--- src/rtl/prog_stream_receiver_if.sv ---
// Payload word stream from the programming-stream receiver to a config sink.
// This is a valid/ready handshake: a word transfers when out_valid && out_ready.
interface prog_stream_receiver_if #(
    parameter int WORD_W = 16
);
    logic [WORD_W-1:0] out_data;
    logic              out_valid;
    logic              out_ready;

    modport master (output out_data, output out_valid, input out_ready);
    modport slave  (input out_data, input out_valid, output out_ready);
endinterface

--- src/rtl/prog_stream_receiver.sv ---
// Deserialises the SoC programming stream (head sampled on programming_clock falling edges).
// It frames sync/length/payload/checksum and hands payload words to a 2-entry FIFO.
module prog_stream_receiver #(
    parameter int               WORD_W    = 16,
    parameter logic [WORD_W-1:0] SYNC_WORD = 16'hA55A,
    parameter int               LEN_W     = 16
) (
    input  logic                    clk,
    input  logic                    rst,
    input  logic                    en,
    input  logic                    programming_clock,
    input  logic                    head,
    prog_stream_receiver_if.master  stream,
    output logic                    frame_done,
    output logic                    crc_err,
    output logic                    overflow,
    output logic                    busy
);
    localparam int BW = $clog2(WORD_W);

    localparam logic [1:0] ST_HUNT    = 2'd0;
    localparam logic [1:0] ST_LEN     = 2'd1;
    localparam logic [1:0] ST_PAYLOAD = 2'd2;
    localparam logic [1:0] ST_CHK     = 2'd3;

    logic [1:0]        pclk_s, head_s;
    logic              pclk_prev;
    logic [1:0]        state;
    logic [WORD_W-1:0] sh, sh_nxt, xacc;
    logic [BW-1:0]     bcnt;
    logic [LEN_W-1:0]  wcnt, wcnt_inc, len;
    logic              bit_ev, word_end, sync_hit, push, pop, push_ok;
    logic [1:0][WORD_W-1:0] mem;
    logic              rd_ptr, wr_ptr;
    logic [1:0]        cnt;

    // Equal-depth synchronisers keep head aligned with the pclk edge it belongs to.
    always_ff @(posedge clk or negedge rst) begin
        if (!rst) begin
            pclk_s    <= '0;
            head_s    <= '0;
            pclk_prev <= 1'b0;
        end else begin
            pclk_s    <= {pclk_s[0], programming_clock};
            head_s    <= {head_s[0], head};
            pclk_prev <= pclk_s[1];
        end
    end

    assign bit_ev   = pclk_prev & ~pclk_s[1];
    assign sh_nxt   = {sh[WORD_W-2:0], head_s[1]};
    assign word_end = bit_ev && (bcnt == BW'(WORD_W - 1));
    assign wcnt_inc = wcnt + 1'b1;
    assign sync_hit = en && bit_ev && (state == ST_HUNT) && (sh_nxt == SYNC_WORD);
    assign push     = en && word_end && (state == ST_PAYLOAD);
    assign busy     = (state != ST_HUNT);

    always_ff @(posedge clk or negedge rst) begin
        if (!rst) begin
            state      <= ST_HUNT;
            sh         <= '0;
            bcnt       <= '0;
            wcnt       <= '0;
            len        <= '0;
            xacc       <= '0;
            frame_done <= 1'b0;
            crc_err    <= 1'b0;
        end else begin
            frame_done <= 1'b0;
            if (!en) begin
                state <= ST_HUNT;
                sh    <= '0;
                bcnt  <= '0;
                wcnt  <= '0;
                len   <= '0;
                xacc  <= '0;
            end else if (bit_ev) begin
                sh <= sh_nxt;
                if (state == ST_HUNT) begin
                    if (sync_hit) begin
                        state   <= ST_LEN;
                        bcnt    <= '0;
                        xacc    <= '0;
                        crc_err <= 1'b0;
                    end
                end else begin
                    bcnt <= word_end ? '0 : bcnt + 1'b1;
                    if (word_end) begin
                        if (state == ST_LEN) begin
                            len   <= sh_nxt[LEN_W-1:0];
                            wcnt  <= '0;
                            state <= (sh_nxt[LEN_W-1:0] == '0) ? ST_CHK : ST_PAYLOAD;
                        end else if (state == ST_PAYLOAD) begin
                            // Dropped words still count so the frame stays aligned.
                            xacc <= xacc ^ sh_nxt;
                            wcnt <= wcnt_inc;
                            if (wcnt_inc == len) state <= ST_CHK;
                        end else begin
                            frame_done <= 1'b1;
                            if (sh_nxt != xacc) crc_err <= 1'b1;
                            state <= ST_HUNT;
                        end
                    end
                end
            end
        end
    end

    assign stream.out_valid = (cnt != 2'd0);
    assign stream.out_data  = stream.out_valid ? mem[rd_ptr] : '0;
    assign pop              = stream.out_valid && stream.out_ready;
    // A full FIFO still accepts a push when the head is popped in the same cycle.
    assign push_ok          = push && ((cnt != 2'd2) || pop);

    always_ff @(posedge clk or negedge rst) begin
        if (!rst) begin
            mem      <= '0;
            rd_ptr   <= 1'b0;
            wr_ptr   <= 1'b0;
            cnt      <= '0;
            overflow <= 1'b0;
        end else if (!en) begin
            rd_ptr <= 1'b0;
            wr_ptr <= 1'b0;
            cnt    <= '0;
        end else begin
            if (sync_hit) overflow <= 1'b0;
            if (pop) rd_ptr <= ~rd_ptr;
            if (push_ok) begin
                mem[wr_ptr] <= sh_nxt;
                wr_ptr      <= ~wr_ptr;
            end else if (push) begin
                overflow <= 1'b1;
            end
            cnt <= cnt + {1'b0, push_ok} - {1'b0, pop};
        end
    end
endmodule

--- src/flat_wrapper.sv ---
// flat-port wrapper written by rule: the top's interface ports become plain ports
module prog_stream_receiver_flat 
#(
    parameter int               WORD_W    = 16,
    parameter logic [WORD_W-1:0] SYNC_WORD = 16'hA55A,
    parameter int               LEN_W     = 16
)
  (clk, rst, en, programming_clock, head, frame_done, crc_err, overflow, busy, stream_out_data, stream_out_valid, stream_out_ready);
  prog_stream_receiver_if #(.WORD_W(WORD_W)) stream_i ();
  input  logic clk;
  input  logic rst;
  input  logic en;
  input  logic programming_clock;
  input  logic head;
  output logic frame_done;
  output logic crc_err;
  output logic overflow;
  output logic busy;
  output wire logic [$bits(stream_i.out_data)-1:0] stream_out_data;
  output wire logic [$bits(stream_i.out_valid)-1:0] stream_out_valid;
  input wire logic [$bits(stream_i.out_ready)-1:0] stream_out_ready;
  assign stream_out_data = stream_i.out_data;
  assign stream_out_valid = stream_i.out_valid;
  assign stream_i.out_ready = stream_out_ready;
  prog_stream_receiver #(.WORD_W(WORD_W), .SYNC_WORD(SYNC_WORD), .LEN_W(LEN_W)) u_core (.clk(clk), .rst(rst), .en(en), .programming_clock(programming_clock), .head(head), .stream(stream_i), .frame_done(frame_done), .crc_err(crc_err), .overflow(overflow), .busy(busy));
endmodule
--- config.mk ---
export PLATFORM = sky130hd
export DESIGN_NAME = prog_stream_receiver_flat
export DESIGN_NICKNAME = d
export VERILOG_FILES = /design/src/rtl/prog_stream_receiver_if.sv /design/src/rtl/prog_stream_receiver.sv /design/src/flat_wrapper.sv
export SDC_FILE = /design/constraint.sdc
export NUM_CORES = 1
export LEC_CHECK = 0
export ABC_AREA = 1
export CAP_MARGIN = 20
export CORE_ASPECT_RATIO = 1.25
export CORE_MARGIN = 8
export CORE_UTILIZATION = 61
export DETAILED_ROUTE_END_ITERATION = 8
export PLACE_DENSITY_LB_ADDON = 0.1
export SLEW_MARGIN = 25
export SYNTH_ARGS = -nofsm -noshare
export SYNTH_HDL_FRONTEND = slang
export SYNTH_SLANG_ARGS = --single-unit
--- constraint.sdc ---
create_clock -name clk -period 2.3 [get_ports clk]
set_input_delay 0.23 -clock clk [delete_from_list [all_inputs] [get_ports clk]]
set_output_delay 0.23 -clock clk [all_outputs]
set_load 0.005 [all_outputs]
# Word-level counts from Yosys, hierarchy flattened
# Cells that the tools add are included.
totals:
  register_bits: 113
  inputBits: 6
  output_inout_bits: 21
  wordCells: 134
classes:
  add_sub_neg: 4
  order_cmp: 3
  eq_ne: 22
  n_mux: 60
  bitwise: 5
  n_reduce_logical: 23
op_table:
  columns: ["cell", "count"]
  rows:
  - ["$mux 16", 22]
  - ["$bwmux 32", 1]
  - ["$mux 15", 2]
  - ["$mux 1", 20]
  - ["$mux 4", 5]
  - ["$mux 2", 9]
  - ["$add 16x1->16 const B", 1]
  - ["$demux 16 s1", 1]
  - ["$eq 16x16->1", 1]
  - ["$eq 16x16->1 const B", 1]
  - ["$logic_not 16->1", 1]
  - ["$ne 16x16->1", 1]
  - ["$xor 16x16->16", 1]
  - ["$ne 2x1->1 const B", 7]
  - ["$reduce_and 4->1", 3]
  - ["$logic_and 1x1->1", 9]
  - ["$ne 3x1->1 const B", 3]
  - ["$reduce_bool 2->1", 4]
  - ["$reduce_and 7->1", 1]
  - ["$ne 2x2->1 const B", 3]
  - ["$ne 3x2->1 const B", 2]
  - ["$ne 5x5->1 const B", 1]
  - ["$reduce_and 5->1", 1]
  - ["$add 4x1->4 const B", 1]
  - ["other kinds (12)", 16]

# Logic depth before layout (Yosys ltp)
depth:
  word_depth: 9
  ltp_mapped: 17
  mapped_depth_nobuf: 17

# Least setup slack after synthesis
# Ideal clock, no wire load.
synth_timing:
  kind: "register to register"
  from: "register u_core.state[0]"
  to: "register u_core.xacc[2]"
  setup_ns: 0.117
  arrival_ns: 1.773
  required_time_ns: 2.183
  slack_ns: 0.410
  stages_incl_launch_ff: 15
  n_path_buf: 1
  period_less_slack_ns: 1.890
  cell_sequence: "dfrtp_1 -> inv_1 -> ha_1 -> nand2_1 -> clkinv_1 -> nand2_1 -> nor4_2 -> nand4_1 -> nand2_2 -> nand2_4 -> nor2_4 -> o21ai_4 -> buf_6 -> nand2_2 -> o21ai_2"
synth_between:
  elab_chain_len: 5
  word_cells_on_any_way: 13
  cone_classes: "eq/ne: 6; mux: 3; reduce/logical: 4"
synth_lines:
  columns: ["item", "line", "source"]
  rows:
  - ["from (decl)", "prog_stream_receiver.sv:28", "logic [1:0] state;"]
  - ["from (signal assigned)", "prog_stream_receiver.sv:92", "state <= (sh_nxt[LEN_W-1:0] == '0) ? ST_CHK : ST_PAYLOAD;"]
  - ["$logic_not 2->1", "prog_stream_receiver.sv:54, prog_stream_receiver.sv:79", null]
  - ["$logic_and 1x1->1 (2 in a row)", "prog_stream_receiver.sv:54", "assign sync_hit = en && bit_ev && (state == ST_HUNT) && (sh_nxt == SYNC_WORD);"]
  - ["$ne 3x2->1 (no source line)", null, null]
  - ["$reduce_and 5->1 (no source line)", null, null]
  - ["to (signal assigned)", "prog_stream_receiver.sv:95", "xacc <= xacc ^ sh_nxt;"]
  - ["to (decl)", "prog_stream_receiver.sv:29", "logic [WORD_W-1:0] sh, sh_nxt, xacc;"]
# Several ways; a longest one is shown, not always the timed one. The select of a mux whose other input is x is not followed.
# A chain may end at the register's enable or synchronous reset.

# Worst setup path after layout
layout_timing:
  from: "register u_core.state[1]"
  to: "register u_core.xacc[1]"
# Same word-level chain as after synthesis.

==> results.tsv <==
metric	value	unit
# setup viols final	0	
Yosys cell types	40	
worst min path class	in2async	
post-synth top area share	0.476	
FMAX	0.458	GHz
Pins Over Slew Limit	0	
startpoint types	flip-flop	
area of the die	0.0132	mm²
status	complete, no violations	
FFs w/ async S/R, synth	1.00	
delay-heaviest family, CP	simple AND/OR/NAND/NOR gates	
CTS tree	done	
Iter 0 DRT Violations	354	
area delta synth->final	19.2	%
met3 Use GR	0.0480	
Final Hold Fails	0	
Syn Inst Count	713	
CTS Buf Count	17	
crit-path cells	inv_1 -> ha_1 -> nand2_1 -> clkinv_1 -> nand2_1 -> nor4_2 -> nand4_1 -> nand2_2 -> nand2_4 -> nor2_4 -> o21ai_4 -> buf_16 -> nand2_1 -> o21ai_2	
most common library cells after synthesis	nand2_1, dfrtp_1, inv_1	
maxcap violations	0	
Synth Register Bits	113	
Avg Cell Area, Syn	8.32	µm²
Antenna Nets Post-Route	0	
Clk pin slew, worst setup/hold paths	0.05	ns
initial antenna violation count	0	
P per Cell Area	919	mW/mm²
Sink Count	113	
clock buffer depth	2	
Synthesized Nets	726	
CTS Root Cell	clkbuf_16	
ys flop type	dfrtp_1	
GR Util met2	0.379	
num ports	27	
core region area	0.00956	mm²
Filler Cell Count	712	
Inserted Diodes	0	
leak pwr	3.23	nW
Initial Util	0.621	
largest net degree at the start of global routing	49	
Worst Skew	0.00919	ns
Horiz. Die Dim	104	µm
share of layout cells above drive strength 1	0.188	
First-pass DRT Iterations	4	
worst r2r src	u_core.state[1]$_DFFE_PN0P_	
worst ir drop on vdd	0.625	mV
crit path capture type	flip-flop	
htree depth	4	
placed standard-cell area	0.00641	mm²
Layout Cells excl Fill	899	
Register-to-Register Path Depth	14	
Buf+Inv Stages, Crit Path	3	
DP Worst Slack	-0.0920	ns
CP Data Arrival Time	2.48	ns
Tot GR Track Use	0.226	
total power	0.00650	W
number of global-route vias before repair	5037	
Synth area leader	dfrtp_1	
worst setup margin	0.117	ns
mapped cell area	0.00594	mm²
total grt overflow	0	
Max-slew headroom	0.612	
min Tclk post-route	2.18	ns
I/O Buffers	26	
Vias/cell	5.55	
vias post-DR	4988	
first-pass GRT wire length	24200	µm
biggest cell delay along the critical path	0.41	ns
Final GP Congestion	0.937	
GRT busiest layer	met2	
worst skew pair latency	0.41	ns
DP HPWL	9810	µm
Chip Height	126	µm
dpl cells	862	
row count	40	
sequential share of the synthesized area	0.476	
GR Layer Usage met1	0.281	
most frequent CP cell	nand2_1	
reg2reg end	u_core.xacc[1]$_DFFE_PN0P_	
Post-layout nets	774	
CP Max Fanout	16	
slew of the pin with the lowest slew margin	0.581	ns
Slowest-stage cell, CP	dfrtp_1	
Worst EP required	2.60	ns
post-route cell area	0.00707	mm²
DRC violations left	0	
critical path type	reg2reg	
count leader, synth	nand2_1	
Synth area leaders	dfrtp_1, nand2_1, o21ai_0, o21ai_2, inv_1	
routed wire length	14100	µm
Period Utilization, post-route	0.949	
Synth Warn #	0	
mean routed wirelength per cell	15.7	µm
reg2reg setup slack	0.12	ns
Post-synth EDFFs	0	
## worst register-to-register path, delay by kind of cell, from the launching register on
family / cells / cell delay, ns
AND/OR/NAND/NOR: 8 / 0.92
AO/OA/AOI/OAI: 2 / 0.17
buffers and inverters: 3 / 0.37
flip-flops: 1 / 0.41
adder cells (fa/ha/maj): 1 / 0.20
## layout make-up
class,count,area (µm²),area share
Sequential cell,113,2830,0.400
Tap cell,126,158,0.0223
Multi-Input combinational cell,501,2700,0.381
Clock buffer,22,474,0.0670
Clock inverter,9,108,0.0152
Timing Repair Buffer,54,528,0.0746
Inverter,74,282,0.0398
## cells in the final DEF, fill, tap and decap left out, types with 17 or more instances in the layout
| cell type | n |
|---|---|
| inv_1 | 62 |
| buf_4 | 24 |
| nand3_1 | 31 |
| o21ai_2 | 30 |
| nor2_1 | 24 |
| o21ai_0 | 54 |
| nand2_1 | 212 |
| clkdlybuf4s50_1 | 25 |
| nand2_2 | 17 |
| a21oi_1 | 21 |
| dfrtp_1 | 112 |
| clkbuf_16 | 17 |
## worst max path at each step
| stage | startpoint | to | slack, ns | depth (start not counted) |
|---|---|---|---|---|
| 2_1_floorplan | u_core.state[0]$_DFFE_PN0P_ | u_core.xacc[2]$_DFFE_PN0P_ | 0.41 | 14 |
| 3_3_place_gp | en | u_core.xacc[1]$_DFFE_PN0P_ | 0.005 | 12 |
| 3_5_place_dp | en | u_core.xacc[1]$_DFFE_PN0P_ | -0.09 | 13 |
| 4_1_cts | u_core.rd_ptr$_DFFE_PN0P_ | stream_out_data[15] | 0.04 | 4 |
| 5_1_grt | u_core.wcnt[0]$_DFFE_PN0P_ | u_core.state[0]$_DFFE_PN0P_ | -0.04 | 14 |
| 6_report | u_core.state[1]$_DFFE_PN0P_ | u_core.xacc[1]$_DFFE_PN0P_ | 0.12 | 14 |
## sequential cells by signal, summed over array words and instances, names as in the netlist, 2 cells and up
register       cells
u_core.wcnt       16
u_core.head_s      2
u_core.len        16
u_core.cnt         2
u_core.sh         15
u_core.mem        32
u_core.xacc       16
u_core.bcnt        4
u_core.pclk_s      2
u_core.state       2
## metrics by stage
stage	setup TNS, ns	utilization	hold WS [ns]
floorplan	0	-	-0.0656
global placement	0	0.668	0.146
detailed placement	-0.585	0.671	0.153
CTS	0	0.736	0.257
global route	-0.0753	0.740	0.267
finish	0	0.740	0.258
## cell families after synthesis
| logic type | share of synthesized area |
|---|---|
| simple gates | 0.267 |
| mux | 0.00169 |
| xor+xnor | 0.0363 |
| flops | 0.476 |
| compound gates | 0.132 |
| buf+inv | 0.0719 |
| fa+ha+maj | 0.0148 |
## power by group
group / internal (W) / leakage (nW) / total [W] / switching (W)
Sequential: 0.00212 / 1.51 / 0.00223 / 0.000116
Combinational: 0.000714 / 1.45 / 0.00169 / 0.000978
Clock: 0.00167 / 0.270 / 0.00257 / 0.000905
Total: 0.00450 / 3.23 / 0.00650 / 0.00200
## what timing repair did
item | in CTS | in global routing
endpoints found under the hold margin | 19 | 0
setup buffers | 3 | 2
gates resized for setup | 0 | 5
pin swaps | 0 | 3
endpoints found under the setup margin | 2 | 18
hold buffers | 1 | 0
## routing by layer
| metal | wire length [µm] | part of all wire |
|---|---|---|
| met2 | 7160 | 0.51 |
| met1 | 6010 | 0.43 |
| met5 | 0 | 0 |
| met3 | 624 | 0.044 |
| met4 | 293 | 0.021 |
Note: power is estimated with default switching activity, not from simulation.
